## src/rtl/seq_pkg.sv

```systemverilog
// Shared definitions for the 8-bit computer microcode sequencer: control-word
// bit positions, opcode encodings and T-state names.
package seq_pkg;

  localparam int CTRL_W = 16;

  localparam int unsigned CTRL_PC_INC   = 0;
  localparam int unsigned CTRL_PC_OE    = 1;
  localparam int unsigned CTRL_PC_JMP   = 2;
  localparam int unsigned CTRL_PC_CLR   = 3;
  localparam int unsigned CTRL_MAR_IN   = 4;
  localparam int unsigned CTRL_RAM_OE   = 5;
  localparam int unsigned CTRL_RAM_IN   = 6;
  localparam int unsigned CTRL_IR_IN    = 7;
  localparam int unsigned CTRL_IR_OE    = 8;
  localparam int unsigned CTRL_A_IN     = 9;
  localparam int unsigned CTRL_A_OE     = 10;
  localparam int unsigned CTRL_B_IN     = 11;
  localparam int unsigned CTRL_ALU_OE   = 12;
  localparam int unsigned CTRL_ALU_SUB  = 13;
  localparam int unsigned CTRL_FLAGS_IN = 14;
  localparam int unsigned CTRL_OUT_IN   = 15;

  localparam logic [3:0] OP_NOP = 4'd0;
  localparam logic [3:0] OP_LDA = 4'd1;
  localparam logic [3:0] OP_ADD = 4'd2;
  localparam logic [3:0] OP_SUB = 4'd3;
  localparam logic [3:0] OP_STA = 4'd4;
  localparam logic [3:0] OP_LDI = 4'd5;
  localparam logic [3:0] OP_JMP = 4'd6;
  localparam logic [3:0] OP_JC  = 4'd7;
  localparam logic [3:0] OP_JZ  = 4'd8;
  localparam logic [3:0] OP_OUT = 4'd14;
  localparam logic [3:0] OP_HLT = 4'd15;

  typedef enum logic [2:0] {
    T0 = 3'd0,
    T1 = 3'd1,
    T2 = 3'd2,
    T3 = 3'd3,
    T4 = 3'd4
  } tstate_e;

  function automatic logic [CTRL_W-1:0] cbit(input int unsigned idx);
    return {{(CTRL_W-1){1'b0}}, 1'b1} << idx;
  endfunction

endpackage

```

## src/rtl/seq_ucode_rom.sv

```systemverilog
// Combinational microcode table: (T-state, opcode, flags) -> control word plus
// a "last step of this instruction" marker. Optional macro: SEQ_COND_JUMP_EN.
module seq_ucode_rom
  import seq_pkg::*;
#(
  parameter int OPCODE_W = 4
) (
  input  tstate_e             step_i,
  input  logic [OPCODE_W-1:0] opcode_i,
  input  logic                carry_i,
  input  logic                zero_i,
  output logic [CTRL_W-1:0]   ctrl_o,
  output logic                last_o
);

`ifndef SEQ_COND_JUMP_EN
  logic unused_flags;
  assign unused_flags = carry_i ^ zero_i;
`endif

  always_comb begin
    ctrl_o = '0;
    last_o = 1'b0;
    case (step_i)
      T0: ctrl_o = cbit(CTRL_PC_OE) | cbit(CTRL_MAR_IN);
      T1: ctrl_o = cbit(CTRL_RAM_OE) | cbit(CTRL_IR_IN) | cbit(CTRL_PC_INC);
      T2: begin
        last_o = 1'b1;
        case (opcode_i)
          OP_LDA, OP_ADD, OP_SUB, OP_STA: begin
            ctrl_o = cbit(CTRL_IR_OE) | cbit(CTRL_MAR_IN);
            last_o = 1'b0;
          end
          OP_LDI: ctrl_o = cbit(CTRL_IR_OE) | cbit(CTRL_A_IN);
          OP_JMP: ctrl_o = cbit(CTRL_IR_OE) | cbit(CTRL_PC_JMP);
`ifdef SEQ_COND_JUMP_EN
          OP_JC: if (carry_i) ctrl_o = cbit(CTRL_IR_OE) | cbit(CTRL_PC_JMP);
          OP_JZ: if (zero_i)  ctrl_o = cbit(CTRL_IR_OE) | cbit(CTRL_PC_JMP);
`endif
          OP_OUT: ctrl_o = cbit(CTRL_A_OE) | cbit(CTRL_OUT_IN);
          default: ;
        endcase
      end
      T3: begin
        last_o = 1'b1;
        case (opcode_i)
          OP_LDA: ctrl_o = cbit(CTRL_RAM_OE) | cbit(CTRL_A_IN);
          OP_STA: ctrl_o = cbit(CTRL_A_OE) | cbit(CTRL_RAM_IN);
          OP_ADD, OP_SUB: begin
            ctrl_o = cbit(CTRL_RAM_OE) | cbit(CTRL_B_IN);
            last_o = 1'b0;
          end
          default: ;
        endcase
      end
      T4: begin
        last_o = 1'b1;
        if (opcode_i == OP_ADD || opcode_i == OP_SUB)
          ctrl_o = cbit(CTRL_ALU_OE) | cbit(CTRL_A_IN) | cbit(CTRL_FLAGS_IN);
        if (opcode_i == OP_SUB)
          ctrl_o = ctrl_o | cbit(CTRL_ALU_SUB);
      end
      default: last_o = 1'b1;
    endcase
  end

endmodule

```

## src/rtl/instr_sequencer.sv

```systemverilog
// Microcode sequencer top: T-state counter, halt latch, run/reset gating of the
// control word. Optional macro: SEQ_COND_JUMP_EN (conditional JC/JZ).
module instr_sequencer
  import seq_pkg::*;
#(
  parameter int OPCODE_W = 4,
  parameter int STEP_W   = 3,
  parameter int MAX_STEP = 4
) (
  input  logic                clk,
  input  logic                clr_n,
  input  logic                run,
  input  logic [OPCODE_W-1:0] opcode,
  input  logic                carry_f,
  input  logic                zero_f,
  output logic [CTRL_W-1:0]   ctrl,
  output logic [STEP_W-1:0]   step,
  output logic                halted
);

  tstate_e           step_q, step_d;
  logic              halted_q, halted_d;
  logic [CTRL_W-1:0] rom_ctrl;
  logic              rom_last;

  seq_ucode_rom #(.OPCODE_W(OPCODE_W)) u_rom (
    .step_i   (step_q),
    .opcode_i (opcode),
    .carry_i  (carry_f),
    .zero_i   (zero_f),
    .ctrl_o   (rom_ctrl),
    .last_o   (rom_last)
  );

  // Wrap on the instruction's last step, and unconditionally at MAX_STEP.
  always_comb begin
    step_d   = step_q;
    halted_d = halted_q;
    if (halted_q) begin
      step_d = T0;
    end else if (run) begin
      if (rom_last || int'(step_q) >= MAX_STEP)
        step_d = T0;
      else
        step_d = tstate_e'(step_q + 3'd1);
      if (step_q == T2 && opcode == OP_HLT)
        halted_d = 1'b1;
    end
  end

  always_ff @(posedge clk) begin
    if (!clr_n) begin
      step_q   <= T0;
      halted_q <= 1'b0;
    end else begin
      step_q   <= step_d;
      halted_q <= halted_d;
    end
  end

  always_comb begin
    if (!clr_n)
      ctrl = cbit(CTRL_PC_CLR);
    else if (halted_q || !run)
      ctrl = '0;
    else
      ctrl = rom_ctrl;
  end

  assign step   = STEP_W'(step_q);
  assign halted = halted_q;

endmodule

```

## config.mk

```make
export PLATFORM = sky130hd
export DESIGN_NAME = instr_sequencer
export DESIGN_NICKNAME = d
export VERILOG_FILES = /design/src/rtl/seq_pkg.sv /design/src/rtl/seq_ucode_rom.sv /design/src/rtl/instr_sequencer.sv
export SDC_FILE = /design/constraint.sdc
export NUM_CORES = 1
export LEC_CHECK = 0
export CORE_MARGIN = 4
export CORE_UTILIZATION = 40
export CTS_BUF_LIST = sky130_fd_sc_hd__clkbuf_4 sky130_fd_sc_hd__clkbuf_8 sky130_fd_sc_hd__clkbuf_16
export DETAILED_ROUTE_END_ITERATION = 7
export PLACE_DENSITY_LB_ADDON = 0.25
export SLEW_MARGIN = 20
export SYNTH_ARGS = -nofsm -noshare
export SYNTH_HDL_FRONTEND = slang
export SYNTH_SLANG_ARGS = --single-unit
```

## constraint.sdc

```tcl
create_clock -name clk -period 2.01 [get_ports clk]
set_input_delay 0.201 -clock clk [delete_from_list [all_inputs] [get_ports clk]]
set_output_delay 0.201 -clock clk [all_outputs]
set_load 0.01 [all_outputs]
```

==> results_dict.tcl <==
set metrics [dict create \
    global_route.peak_usage_layer "met2" \
    irDropWorstVdd_mv 0.314 \
    yosysUniqueCellTypes 34 \
    timing.critical_path.slowest_cell_delay_ps 360 \
    gr-usage-met3_pct 2.68 \
    total_gr_overflow 0 \
    syn-instance-count 85 \
    p_switching_uw 117 \
    timing.critical_path.arrival_ps 1750 \
    critPathSlowestCell "sky130_fd_sc_hd__dfxtp_1" \
    clockPowerShare_pct 27.7 \
    detailed_place_hpwl_mm 1.47 \
    post-route-period-util_pct 97.3 \
    max-slew-margin-rel_pct 79.0 \
    portion_of_the_post_synthesis_area_used_by_sequential_elements_pct 13.2 \
    p_leak_uw 0.000549 \
    synth.ff_latch_count 4 \
    clock_skew_ps 1.98 \
    syn_to_final_growth_pct 77.3 \
    grt_util_met2_pct 33.1 \
    power-per-cell-area_mw_per_mm2 332 \
    avgSynthCellArea_um2 7.12 \
    critical_path_peak_fanout 5 \
    rows 13 \
    status "finished clean" \
    drcViolationCount 0 \
    critical_path_class "reg -> out" \
    final-setup-viol-count 0 \
    cts_hold_buffers 0 \
    fp.dieH_um 46.9 \
    cts_tree "built" \
    maxSlewViolCount 0 \
    tightest_slew_ps 315 \
    cellInternalPower_uw 239 \
    cp_common_cell "sky130_fd_sc_hd__buf_4" \
    drt-initial-drc-count 6 \
    fp.coreArea_mm2 0.00137 \
    postPlaceCellArea_mm2 0.00101 \
    netSwitchingFraction_pct 32.9 \
    vias_in_the_first_global_route 768 \
    critPathBufInv 3 \
    layout_min_cycle_time_ps 1960 \
    critical_path_required_ps 1810 \
    via_count 770 \
    layout.cells.non_filler 147 \
    drive_above_1_share_pct 31.1 \
    nets 148 \
    peak_freq_ghz 0.511 \
    worstSkewPairLatency_ps 230 \
    floorplan.initialDensity_pct 44.3 \
    grt_start_max_net_pins 10 \
    placedCellCount 143 \
    drt-pass1-iter-count 5 \
    ctsRootBufferMaster "sky130_fd_sc_hd__clkbuf_4" \
    wire_length_of_the_first_global_routing_pass_mm 3.08 \
    detail-route-antenna-nets 0 \
    grt_antenna_before_repair 0 \
    finish.instance_area_mm2 0.00107 \
    post_drt_wl_per_cell_um 13.3 \
    final_core_util_pct 78.6 \
    num_antenna_cells 0 \
    synth_nets 99 \
    min-delay-path-class "reg -> reg" \
    crit_path_max_delay_family "buffers and inverters" \
    worst_setup_path_start_kind "flip-flop" \
    die_x_um 46.9 \
    cts.path.max_buffers 2 \
    cell_chain_critical_path "buf_4, ha_1, buf_4, nor4b_2, o211a_1, dlygate4sd2_1" \
    cts_htree_levels 1 \
    synth_warnings 0 \
    place_congestion 0.873 \
    number_of_failing_hold_endpoints_at_the_final_stage 0 \
    postRouteWirelength_mm 1.96 \
    die_area_mm2 0.00220 \
    ratio_of_routed_vias_to_standard_cells 5.24 \
    worst-r2r-setup-slack_ps 510 \
    worst_setup_path_end_kind "output port" \
    p_comb_share_pct 48.0 \
    clkTransAtPathRegs_ps 40 \
    clock_sinks 4 \
    pin_count 29 \
    maxCapViolCount 0 \
    use_met1_pct 22.0 \
    grt.total_usage_pct 19.2 \
    post_synth_instance_area_um2 606 \
    numCtsBuffers 3 \
    seqPwrFrac_pct 24.4 \
    place.port_buffers 26 \
]
-- Yosys cell counts, drive strengths merged --
cell	n	area, um^2
nor2	11	48.8
inv	8	30.0
nand2	8	30.0
a21oi	5	25.0
buf	5	42.5
ha	5	62.6
nand2b	5	38.8
dfxtp	4	80.1
nand3	4	20.0
o21ai	4	20.0
nor2b	3	18.8
nor3	3	20.0
nor3b	3	22.5
and2	2	12.5
o21a	2	15.0
a2111oi	1	27.5
a31oi	1	6.26
a32o	1	10.0
and3	1	6.26
clkbuf	1	3.75
nand4	1	6.26
nor4	1	6.26
nor4b	1	8.76
o211a	1	10.0
o211ai	1	7.51
o22ai	1	6.26
o32ai	1	8.76
or3	1	11.3
-- placed cells by master, fill, tap and decap left out, drive strengths merged, types with 2 or more instances in the layout --
cell and instances:
o21a 2, nor3 3, ha 5, dlymetal6s2s 4
nor3b 3, dlygate4sd2 10, a21oi 5, dfxtp 4
clkdlybuf4s50 10, nor2b 3, buf 24, nand3 4
nand2 8, clkbuf 4, nand2b 5, and2 2
o21ai 4, nor2 11, inv 8
-- cell type report --
class	instances	area, um^2
Multi-Input combinational cell	67	489
Timing Repair Buffer	50	433
Fill cell	101	293
Sequential cell	4	80.1
Inverter	8	30.0
Clock buffer	3	22.5
Tap cell	15	18.8
-- registers in the layout (all words and copies together) (netlist names) --
| signal | count |
|---|---|
| halted | 1 |
| step | 3 |
-- repair_timing --
| action | CTS | global route |
|---|---|---|
| endpoints found under the setup margin | 13 | 6 |
| pin swaps | 0 | 1 |
| buffers inserted | 0 | 1 |
| gates resized for setup | 17 | 11 |
-- worst paths after layout --
path	startpoint	end	cells after the start
worst min-delay path	halted	halted	1
worst max register to register	step[0]	step[2]	6
worst min register to register	halted	halted	1
worst max-delay path	step[1]	ctrl[4]	6
-- worst reg2reg max path: cells and delay by family, from the launching register on --
family | cells | cell delay [ps]
compound gates | 3 | 550
fa+ha+maj | 2 | 410
flops | 1 | 310
buf+inv | 1 | 150
-- kinds of logic (layout without fill, tap and decap cells) --
| logic type | count (synthesis) | after routing | synth area share (%) |
|---|---|---|---|
| AOI/OAI and AO/OA | 18 | 18 | 22.5 |
| and+or+nand+nor | 44 | 44 | 41.3 |
| DFF | 4 | 4 | 13.2 |
| buffers and inverters | 14 | 61 | 12.6 |
| adders and majority gates | 5 | 5 | 10.3 |
-- through the flow --
step | TNS (ps) | power [uW] | hold WS (ps) | worst slack (ps)
floorplan | 0 | 169 | 319 | 376
finish | 0 | 356 | 582 | 54.8
detailed placement | -1170 | 250 | 507 | -273
CTS | 0 | 352 | 580 | 3.31
global placement | -803 | 247 | 501 | -170
global route | -64.8 | 382 | 617 | -52.0
-- per-layer routing --
metal	part of all wire, %	routed length [um]	vias to the layer above
li1	-	-	390
met1	43	845	352
met2	49	955	22
met3	5.4	106	6
met4	2.5	48	0
met5	0	0	-
-- power groups by stage --
stage | registers (uW) | clock network, uW | logic (uW)
after floorplan | 91.4 | 0 | 77.5
after CTS | 86.8 | 103 | 163
after global placement | 87.7 | 0 | 160
after detailed placement | 88.0 | 0 | 162
after global routing | 87.2 | 108 | 186
final | 86.8 | 98.5 | 171
No activity file was read; power rests on OpenSTA's default activity.
